--- config.mk ---
export PLATFORM = sky130hd
export DESIGN_NAME = fir_average_filter_flat
export DESIGN_NICKNAME = d
export VERILOG_FILES = /design/src/rtl/filter_pkg.sv /design/src/rtl/fir_average_filter_if.sv /design/src/rtl/sample_ring.sv /design/src/rtl/fir_average_filter.sv /design/src/flat_wrapper.sv
export SDC_FILE = /design/constraint.sdc
export NUM_CORES = 1
export LEC_CHECK = 0
export ABC_CLOCK_PERIOD_IN_PS = 11950
export BUFFER_PORTS_ARGS = -buffer_cell sky130_fd_sc_hd__buf_4
export CORE_ASPECT_RATIO = 0.75
export CORE_MARGIN = 5
export CORE_UTILIZATION = 69
export CTS_BUF_LIST = sky130_fd_sc_hd__clkbuf_2 sky130_fd_sc_hd__clkbuf_4 sky130_fd_sc_hd__clkbuf_8
export CTS_CLUSTER_SIZE = 25
export DETAILED_ROUTE_END_ITERATION = 8
export GPL_ROUTABILITY_DRIVEN = 0
export GPL_TIMING_DRIVEN = 0
export PLACE_DENSITY_LB_ADDON = 0.1
export RECOVER_POWER = 50
export SYNTH_ARGS = -nofsm -noshare
export SYNTH_HDL_FRONTEND = slang
export SYNTH_SLANG_ARGS = --single-unit
export TNS_END_PERCENT = 30
--- constraint.sdc ---
create_clock -name clk -period 11.95 [get_ports clk]
set_input_delay 0.5975 -clock clk [delete_from_list [all_inputs] [get_ports clk]]
set_output_delay 0.5975 -clock clk [all_outputs]
set_load 0.02 [all_outputs]
--- src/rtl/filter_pkg.sv ---
// Shared types and constants for the moving-average filter.
// Sample width, default window depth and the control FSM encoding.
package filter_pkg;

    localparam int SAMPLE_W   = 24;
    localparam int LOG2_N_DEF = 3;

    typedef enum logic {
        FILL = 1'b0,
        RUN  = 1'b1
    } state_e;

endpackage

--- src/rtl/fir_average_filter_if.sv ---
// Sample stream bundle between the CODEC side and the filter.
// The master drives strobe and sample; the slave returns the average.
interface fir_average_filter_if
    import filter_pkg::*;
();

    logic                       enable;
    logic signed [SAMPLE_W-1:0] data_in;
    logic signed [SAMPLE_W-1:0] data_out;
    logic                       primed;

    modport master (
        output enable,
        output data_in,
        input  data_out,
        input  primed
    );

    modport slave (
        input  enable,
        input  data_in,
        output data_out,
        output primed
    );

endinterface

--- src/rtl/sample_ring.sv ---
// Circular buffer: exposes the entry at the write pointer (the oldest)
// and replaces it with the new value on each write.
module sample_ring #(
    parameter int W     = 24,
    parameter int DEPTH = 8
) (
    input  logic         clk,
    input  logic         reset,
    input  logic         wr_en_i,
    input  logic [W-1:0] wr_data_i,
    output logic [W-1:0] oldest_o
);

    localparam int PTR_W = (DEPTH > 1) ? $clog2(DEPTH) : 1;

    logic [W-1:0]     mem_q [DEPTH];
    logic [PTR_W-1:0] ptr_q;
    logic [PTR_W-1:0] ptr_d;

    assign oldest_o = mem_q[ptr_q];

    always_comb begin
        ptr_d = ptr_q + PTR_W'(1);
        if (ptr_q == PTR_W'(DEPTH - 1)) begin
            ptr_d = '0;
        end
    end

    always_ff @(posedge clk or posedge reset) begin
        if (reset) begin
            for (int i = 0; i < DEPTH; i++) begin
                mem_q[i] <= '0;
            end
            ptr_q <= '0;
        end else if (wr_en_i) begin
            mem_q[ptr_q] <= wr_data_i;
            ptr_q        <= ptr_d;
        end
    end

endmodule

--- src/rtl/fir_average_filter.sv ---
// Moving average over the last 2^LOG2_N samples using a running sum
// of pre-scaled samples; output registered with one-clock latency.
module fir_average_filter
    import filter_pkg::*;
#(
    parameter int LOG2_N = LOG2_N_DEF
) (
    input  logic                 clk,
    input  logic                 reset,
    fir_average_filter_if.slave  bus
);

    localparam int N     = 1 << LOG2_N;
    localparam int CNT_W = LOG2_N + 1;

    logic signed [SAMPLE_W-1:0] scaled;
    logic signed [SAMPLE_W-1:0] oldest;
    logic signed [SAMPLE_W-1:0] acc_q;
    logic signed [SAMPLE_W-1:0] acc_d;
    logic signed [SAMPLE_W-1:0] dout_q;
    logic [CNT_W-1:0]           fill_q;
    logic                       primed_q;
    state_e                     state_q;

    // Scaling before summing keeps the N-term sum inside SAMPLE_W bits.
    assign scaled = bus.data_in >>> LOG2_N;
    assign acc_d  = acc_q + scaled - oldest;

    sample_ring #(
        .W     (SAMPLE_W),
        .DEPTH (N)
    ) u_ring (
        .clk       (clk),
        .reset     (reset),
        .wr_en_i   (bus.enable),
        .wr_data_i (scaled),
        .oldest_o  (oldest)
    );

    always_ff @(posedge clk or posedge reset) begin
        if (reset) begin
            state_q  <= FILL;
            fill_q   <= '0;
            primed_q <= 1'b0;
            acc_q    <= '0;
            dout_q   <= '0;
        end else if (bus.enable) begin
            acc_q  <= acc_d;
            dout_q <= acc_d;
            unique case (state_q)
                FILL: begin
                    fill_q <= fill_q + CNT_W'(1);
                    if (fill_q == CNT_W'(N - 1)) begin
                        state_q  <= RUN;
                        primed_q <= 1'b1;
                    end
                end
                RUN: begin
                    primed_q <= 1'b1;
                end
            endcase
        end
    end

    assign bus.data_out = dout_q;
    assign bus.primed   = primed_q;

endmodule

--- src/flat_wrapper.sv ---
// flat-port wrapper written by rule: the top's interface ports become plain ports
module fir_average_filter_flat import filter_pkg::*;
#(
    parameter int LOG2_N = LOG2_N_DEF
)
  (clk, reset, bus_enable, bus_data_in, bus_data_out, bus_primed);
  fir_average_filter_if bus_i ();
  input  logic clk;
  input  logic reset;
  input wire logic [$bits(bus_i.enable)-1:0] bus_enable;
  input wire logic [$bits(bus_i.data_in)-1:0] bus_data_in;
  output wire logic [$bits(bus_i.data_out)-1:0] bus_data_out;
  output wire logic [$bits(bus_i.primed)-1:0] bus_primed;
  assign bus_i.enable = bus_enable;
  assign bus_i.data_in = bus_data_in;
  assign bus_data_out = bus_i.data_out;
  assign bus_primed = bus_i.primed;
  fir_average_filter #(.LOG2_N(LOG2_N)) u_core (.clk(clk), .reset(reset), .bus(bus_i));
endmodule
==> impl_metrics.toml, run 1 <==
[clocking]
ctsResizeCount = 0
root_buffer = "clkbuf_8"
cts.hold.buffers_added = 0
clockBufferDepth = 3
path_clk_slew_ns = 0.07
post_cts_buffers = 0
h-tree-depth = 1
numClockSinks = 201
cts_made_buffers = 30
cts_tree = "done"
clk_latency_ns = 0.56

[yosys]
ys_warn_count = 0
post-synth-top-count-cell = "dfrtp_1"
ys_seq_area_share_pct = 47.12
synth_common_cells = "201 x dfrtp_1, 115 x mux2_2, 108 x nand2_1, 101 x o21ai_0, 91 x inv_1"
synth_nets = 1001
synth_edf_count = 0
synth_cell_types = 52
ys_seq_elements = 201
netlist.area_leader.share_pct = 47.12
syn-cell-area_mm2 = 0.01068
syn_inst = 923
ys_top_cells_by_area = "dfrtp_1 47%, mux2_2 12%, mux4_2 8.9%"
synth_flop_cell = "dfrtp_1"
avgSynthCellArea_um2 = 11.57
yosysTopAreaCell = "dfrtp_1"
ys_async_sr_fraction_pct = 100.0

[timing]
fin_crit_sh_pct = 49.30
hold_slack_ns = 0.3054
worst_pin_slew_ns = 4.683
slew-limit-headroom_pct = -213.9
hold_viol_final = 0
fin_tns_setup_ns = 0
fmax_mhz = 169.8
skew_ns = 0.009408
slew_viol_final = 107
rsz0062_at_grt = "false"
fin_crit_ns = 5.891
setup_violations = 0

[floorplanning]
die_h_um = 117.7
die_w_um = 153.6
rows = 39
dieArea_mm2 = 0.01808
io_pins = 52
core_area_mm2 = 0.01522
start_util_pct = 70.12

[drt]
viasPerCell = 6.345
wl_mm = 27.02
num_vias = 7811
wire_per_inst_um = 21.95
ant_nets = 0
drc = 0
drt_iter0_drc = 720
dr.pass1.iters = 5

[setup_path]
cp.required_ns = 12.39
cp-start-kind = "register"
worstSetupEndpointType = "register"
crit_type = "register to register"
crit_fanout = 10
crit_arrival_ns = 6.33

[global_routing]
grt_max_degree = 108
grt-ovfl-total = 0
grt_pass1_vias = 7737
antenna_found_initial = 0
grt_pass1_wl_mm = 43.22
track_usage_pct = 30.36

[outcome]
violations = "max-capacitance violations, max-slew violations"
status = "finished, violations left"

[layout]
multi_input_area_mm2 = 0.005102
seq_area_mm2 = 0.005030
antennaDiodeCount = 0
nets = 1082
layout-drive-gt1-share_pct = 26.41
final.fill_count = 977
area_growth_pct = 12.24

[placement]
hpwl_mm = 18.37
io_buffers = 48

[worst_hold_path]
hold_class = "input pin to register"

[flow_run]
max-cap-violations = 1
-- flip-flops by register name, summed over array words and instances (netlist names) --
name	flops
u_core.u_ring.mem_q	168
u_core.acc_q	24
u_core.bus.primed	1
u_core.fill_q	4
u_core.u_ring.ptr_q	3
u_core.state_q	1
-- critical path, stage by stage, from the launching register on --
cell and delay [ns]:
dfrtp_1 0.47, clkbuf_1 0.60, buf_2 0.49, clkbuf_1 0.69, mux4_2 0.42, mux2_2 0.29, fa_1 0.47, inv_1 0.07
fa_1 0.46, a21o_1 0.21, a22o_1 0.20, a211oi_1 0.54, a21oi_1 0.19, o21ai_0 0.18, or3b_2 0.46
-- metal layers --
| metal | global-route usage (%) | up-vias | routed length [um] |
|---|---|---|---|
| li1 | - | 3397 | - |
| met1 | 45.60 | 4007 | 11760 |
| met5 | 0 | - | 0 |
| met2 | 44.82 | 346 | 12140 |
| met4 | 7.501 | 0 | 610 |
| met3 | 8.159 | 61 | 2516 |
-- stage by stage --
step / util [%] / worst slack (ns) / instance area (um^2) / cells
floorplan: - / 5.870 / 10680 / 923
global placement: 74.17 / 3.713 / 11290 / 1176
detailed placement: 74.40 / 6.421 / 11330 / 1177
CTS: 78.75 / 6.409 / 11990 / 1231
global route: 78.70 / 5.760 / 11980 / 1231
finish: 78.70 / 6.059 / 11980 / 1231
-- path summary, 6_finish.rpt --
path | startpoint | to | slack [ns] | cells past startpoint
worst min register to register | u_core.u_ring.mem_q[39]$_DFFE_PP0P_ | u_core.u_ring.mem_q[39]$_DFFE_PP0P_ | 0.48 | 2
max in group asynchronous | reset | u_core.u_ring.mem_q[187]$_DFFE_PP0P_ | 8.39 | 2
min in group asynchronous | reset | u_core.u_ring.mem_q[78]$_DFFE_PP0P_ | 1.47 | 2
worst min-delay path | bus_data_in[5] | u_core.u_ring.mem_q[122]$_DFFE_PP0P_ | 0.31 | 2
worst max register to register | u_core.u_ring.ptr_q[0]$_DFFE_PP0P_ | u_core.acc_q[22]$_DFFE_PP0P_ | 6.06 | 14
worst max-delay path | u_core.u_ring.ptr_q[0]$_DFFE_PP0P_ | u_core.acc_q[22]$_DFFE_PP0P_ | 6.06 | 14
-- cell usage in the layout, fill, tap and decap left out, types with 14 or more instances in the layout --
cell type  instances
a21oi_1           27
buf_4             47
clkbuf_1          41
clkbuf_8          39
dfrtp_1          201
fa_1              23
ha_1              28
inv_1             90
mux2_2           115
mux4_2            42
nand2_1          108
nor2_1            14
o21ai_0          101
xnor2_1           15
-- area by class of cell --
cell class | count | area share, %
Inverter | 92 | 2.893
Timing Repair Buffer | 49 | 3.237
Clock inverter | 5 | 0.4177
Clock buffer | 49 | 5.107
Multi-Input combinational cell | 579 | 42.59
Sequential cell | 201 | 41.98
Buffer | 51 | 1.640
Tap cell | 205 | 2.141
-- kinds of logic (layout without fill, tap and decap cells) --
group / Yosys count / after routing / share of synthesized area, %
muxes: 167 / 167 / 21.93
and+or+nand+nor: 169 / 169 / 7.185
xor gates and xnor gates: 21 / 21 / 1.723
AOI/OAI and AO/OA: 171 / 171 / 9.365
DFF: 201 / 201 / 47.12
adders and majority gates: 51 / 51 / 7.595
buffers and inverters: 143 / 246 / 5.087
Power of run 1 is not shown: default switching activity piles up to over one toggle a cycle in this logic, so the estimate is an artifact.
==> run 2, diff against run 1 <==
--- a/config.mk
+++ b/config.mk
@@ -5,11 +5,11 @@
 export SDC_FILE = /design/constraint.sdc
 export NUM_CORES = 1
 export LEC_CHECK = 0
-export ABC_CLOCK_PERIOD_IN_PS = 11950
+export ABC_CLOCK_PERIOD_IN_PS = 6100
 export BUFFER_PORTS_ARGS = -buffer_cell sky130_fd_sc_hd__buf_4
 export CORE_ASPECT_RATIO = 0.75
 export CORE_MARGIN = 5
-export CORE_UTILIZATION = 69
+export CORE_UTILIZATION = 64
 export CTS_BUF_LIST = sky130_fd_sc_hd__clkbuf_2 sky130_fd_sc_hd__clkbuf_4 sky130_fd_sc_hd__clkbuf_8
 export CTS_CLUSTER_SIZE = 25
 export DETAILED_ROUTE_END_ITERATION = 8
==> constraint.sdc (replaced) <==
create_clock -name clk -period 6.1 [get_ports clk]
set_input_delay 0.305 -clock clk [delete_from_list [all_inputs] [get_ports clk]]
set_output_delay 0.305 -clock clk [all_outputs]
set_load 0.02 [all_outputs]
==> impl_metrics.toml, run 2 (synthesis gave the netlist of run 1 again) <==
[outcome]
status = "finished, violations left"
violations = "max-capacitance violations, max-slew violations"

[global_routing]
grt_pass1_wl_mm = 43.47
grt_max_degree = 126
track_usage_pct = 28.60
grt_pass1_vias = 7717
grt-ovfl-total = 0
antenna_found_initial = 0

[drt]
wl_mm = 26.93
drc = 0
dr.pass1.iters = 5
wire_per_inst_um = 21.48
viasPerCell = 6.092
ant_nets = 0
drt_iter0_drc = 644
num_vias = 7639

[clocking]
post_cts_buffers = 0
h-tree-depth = 1
ctsResizeCount = 0
path_clk_slew_ns = 0.07
root_buffer = "clkbuf_8"
cts_tree = "done"
cts_made_buffers = 30
clockBufferDepth = 3
clk_latency_ns = 0.59
numClockSinks = 201

[placement]
io_buffers = 48
pre_cts_ws_ns = 0.6877
hpwl_mm = 18.63
dp.cells = 1182

[timing]
rsz0062_at_grt = "false"
skew_ns = 0.02698
fmax_mhz = 180.5
fin_crit_sh_pct = 90.85
hold_viol_final = 0
slew-limit-headroom_pct = -136.7
post-route-worst-setup-slack_ns = 0.5584
slew_viol_final = 77
setup_violations = 0
worst_pin_slew_ns = 3.531
fin_crit_ns = 5.542

[layout]
antennaDiodeCount = 0
fin_util_pct = 74.35
layout_common_cells = "201 x dfrtp_1, 115 x mux2_2, 108 x nand2_1, 101 x o21ai_0, 90 x inv_1"
fin_cells = 1254
nets = 1101
final_common_cell = "dfrtp_1"
reg_top3 = "u_core.u_ring.mem_q x168, u_core.acc_q x24, u_core.fill_q x4"
regMostFlops = "u_core.u_ring.mem_q"
largest_reg_flops = 168
layout-drive-gt1-share_pct = 23.56
area_growth_pct = 12.94

[setup_path]
cp_cell_sequence = "buf_2, buf_2, clkbuf_1, mux4_2, mux2_2, fa_1, inv_1, fa_1, a21o_1, a22o_1, a211oi_1, a21oi_1, o21ai_0, or3b_2"
worstSetupStartpoint = "u_core.u_ring.ptr_q[0]$_DFFE_PP0P_"
critPathSlowestCell = "clkbuf_1"
crit_fanout = 10
cp-start-kind = "register"
crit_arrival_ns = 5.97
r2r_start = "u_core.u_ring.ptr_q[0]$_DFFE_PP0P_"
crit_path_max_incr_delay_ns = 0.65
crit_type = "register to register"
cp.required_ns = 6.53
worstSetupEndpointType = "register"

[floorplanning]
dieArea_mm2 = 0.01939
core_area_mm2 = 0.01622
start_util_pct = 65.83
io_pins = 52
die_w_um = 159.1
die_h_um = 121.9
rows = 40

[flow_run]
max-cap-violations = 1

[worst_hold_path]
hold_class = "input pin to register"
hp-start = "bus_data_in[23]"
## run 2: path summary, 6_finish.rpt
kind | to | slack, ns | depth (start not counted)
max in group asynchronous | u_core.u_ring.mem_q[115]$_DFFE_PP0P_ | 3.15 | 4
min | u_core.u_ring.mem_q[94]$_DFFE_PP0P_ | 0.03 | 2
max reg2reg | u_core.acc_q[22]$_DFFE_PP0P_ | 0.56 | 14
max | u_core.acc_q[22]$_DFFE_PP0P_ | 0.56 | 14
min in group asynchronous | u_core.u_ring.mem_q[151]$_DFFE_PP0P_ | 1.33 | 3
min reg2reg | u_core.fill_q[3]$_DFFE_PP0P_ | 0.47 | 1
## run 2: per-layer routing
metal	global-route usage, %	wire length [um]	vias to the layer above
met4	5.754	442	0
li1	-	-	3434
met5	0	0	-
met3	6.967	2209	41
met2	42.47	11850	278
met1	43.68	12440	3886
## run 2: metrics by stage
stage / area [um^2] / hold slack (ns) / setup TNS (ns)
3_5_place_dp: 11330 / 0.4192 / 0
2_1_floorplan: 10680 / 0.4383 / 0
6_report: 12060 / 0.03138 / 0
4_1_cts: 12160 / 0.008821 / 0
3_3_place_gp: 11300 / 0.4527 / -392.28
5_1_grt: 12060 / 0.01139 / 0
## run 2: repair_timing
action / 4_1_cts / 5_1_grt
endpoints found under the hold margin: 139 / 0
hold buffers: 19 / 0
endpoints found under the setup margin: 0 / 0
## run 2: cell type report
| type | instances | area (um^2) |
|---|---|---|
| Buffer | 51 | 197.7 |
| Clock buffer | 45 | 556.8 |
| Clock inverter | 8 | 76.32 |
| Fill cell | 1170 | 4159 |
| Inverter | 92 | 346.6 |
| Multi-Input combinational cell | 579 | 5102 |
| Sequential cell | 201 | 5030 |
| Tap cell | 210 | 262.8 |
| Timing Repair Buffer | 68 | 484.2 |
## run 2: critical path: cells and delay by family (launching register included)
kind / cells / cell delay [ns]
compound gates: 5 / 1.30
fa+ha+maj: 2 / 0.94
buf+inv: 4 / 1.46
flops: 1 / 0.47
mux: 2 / 0.75
simple gates: 1 / 0.47
Power of run 2 is left out for the same reason.
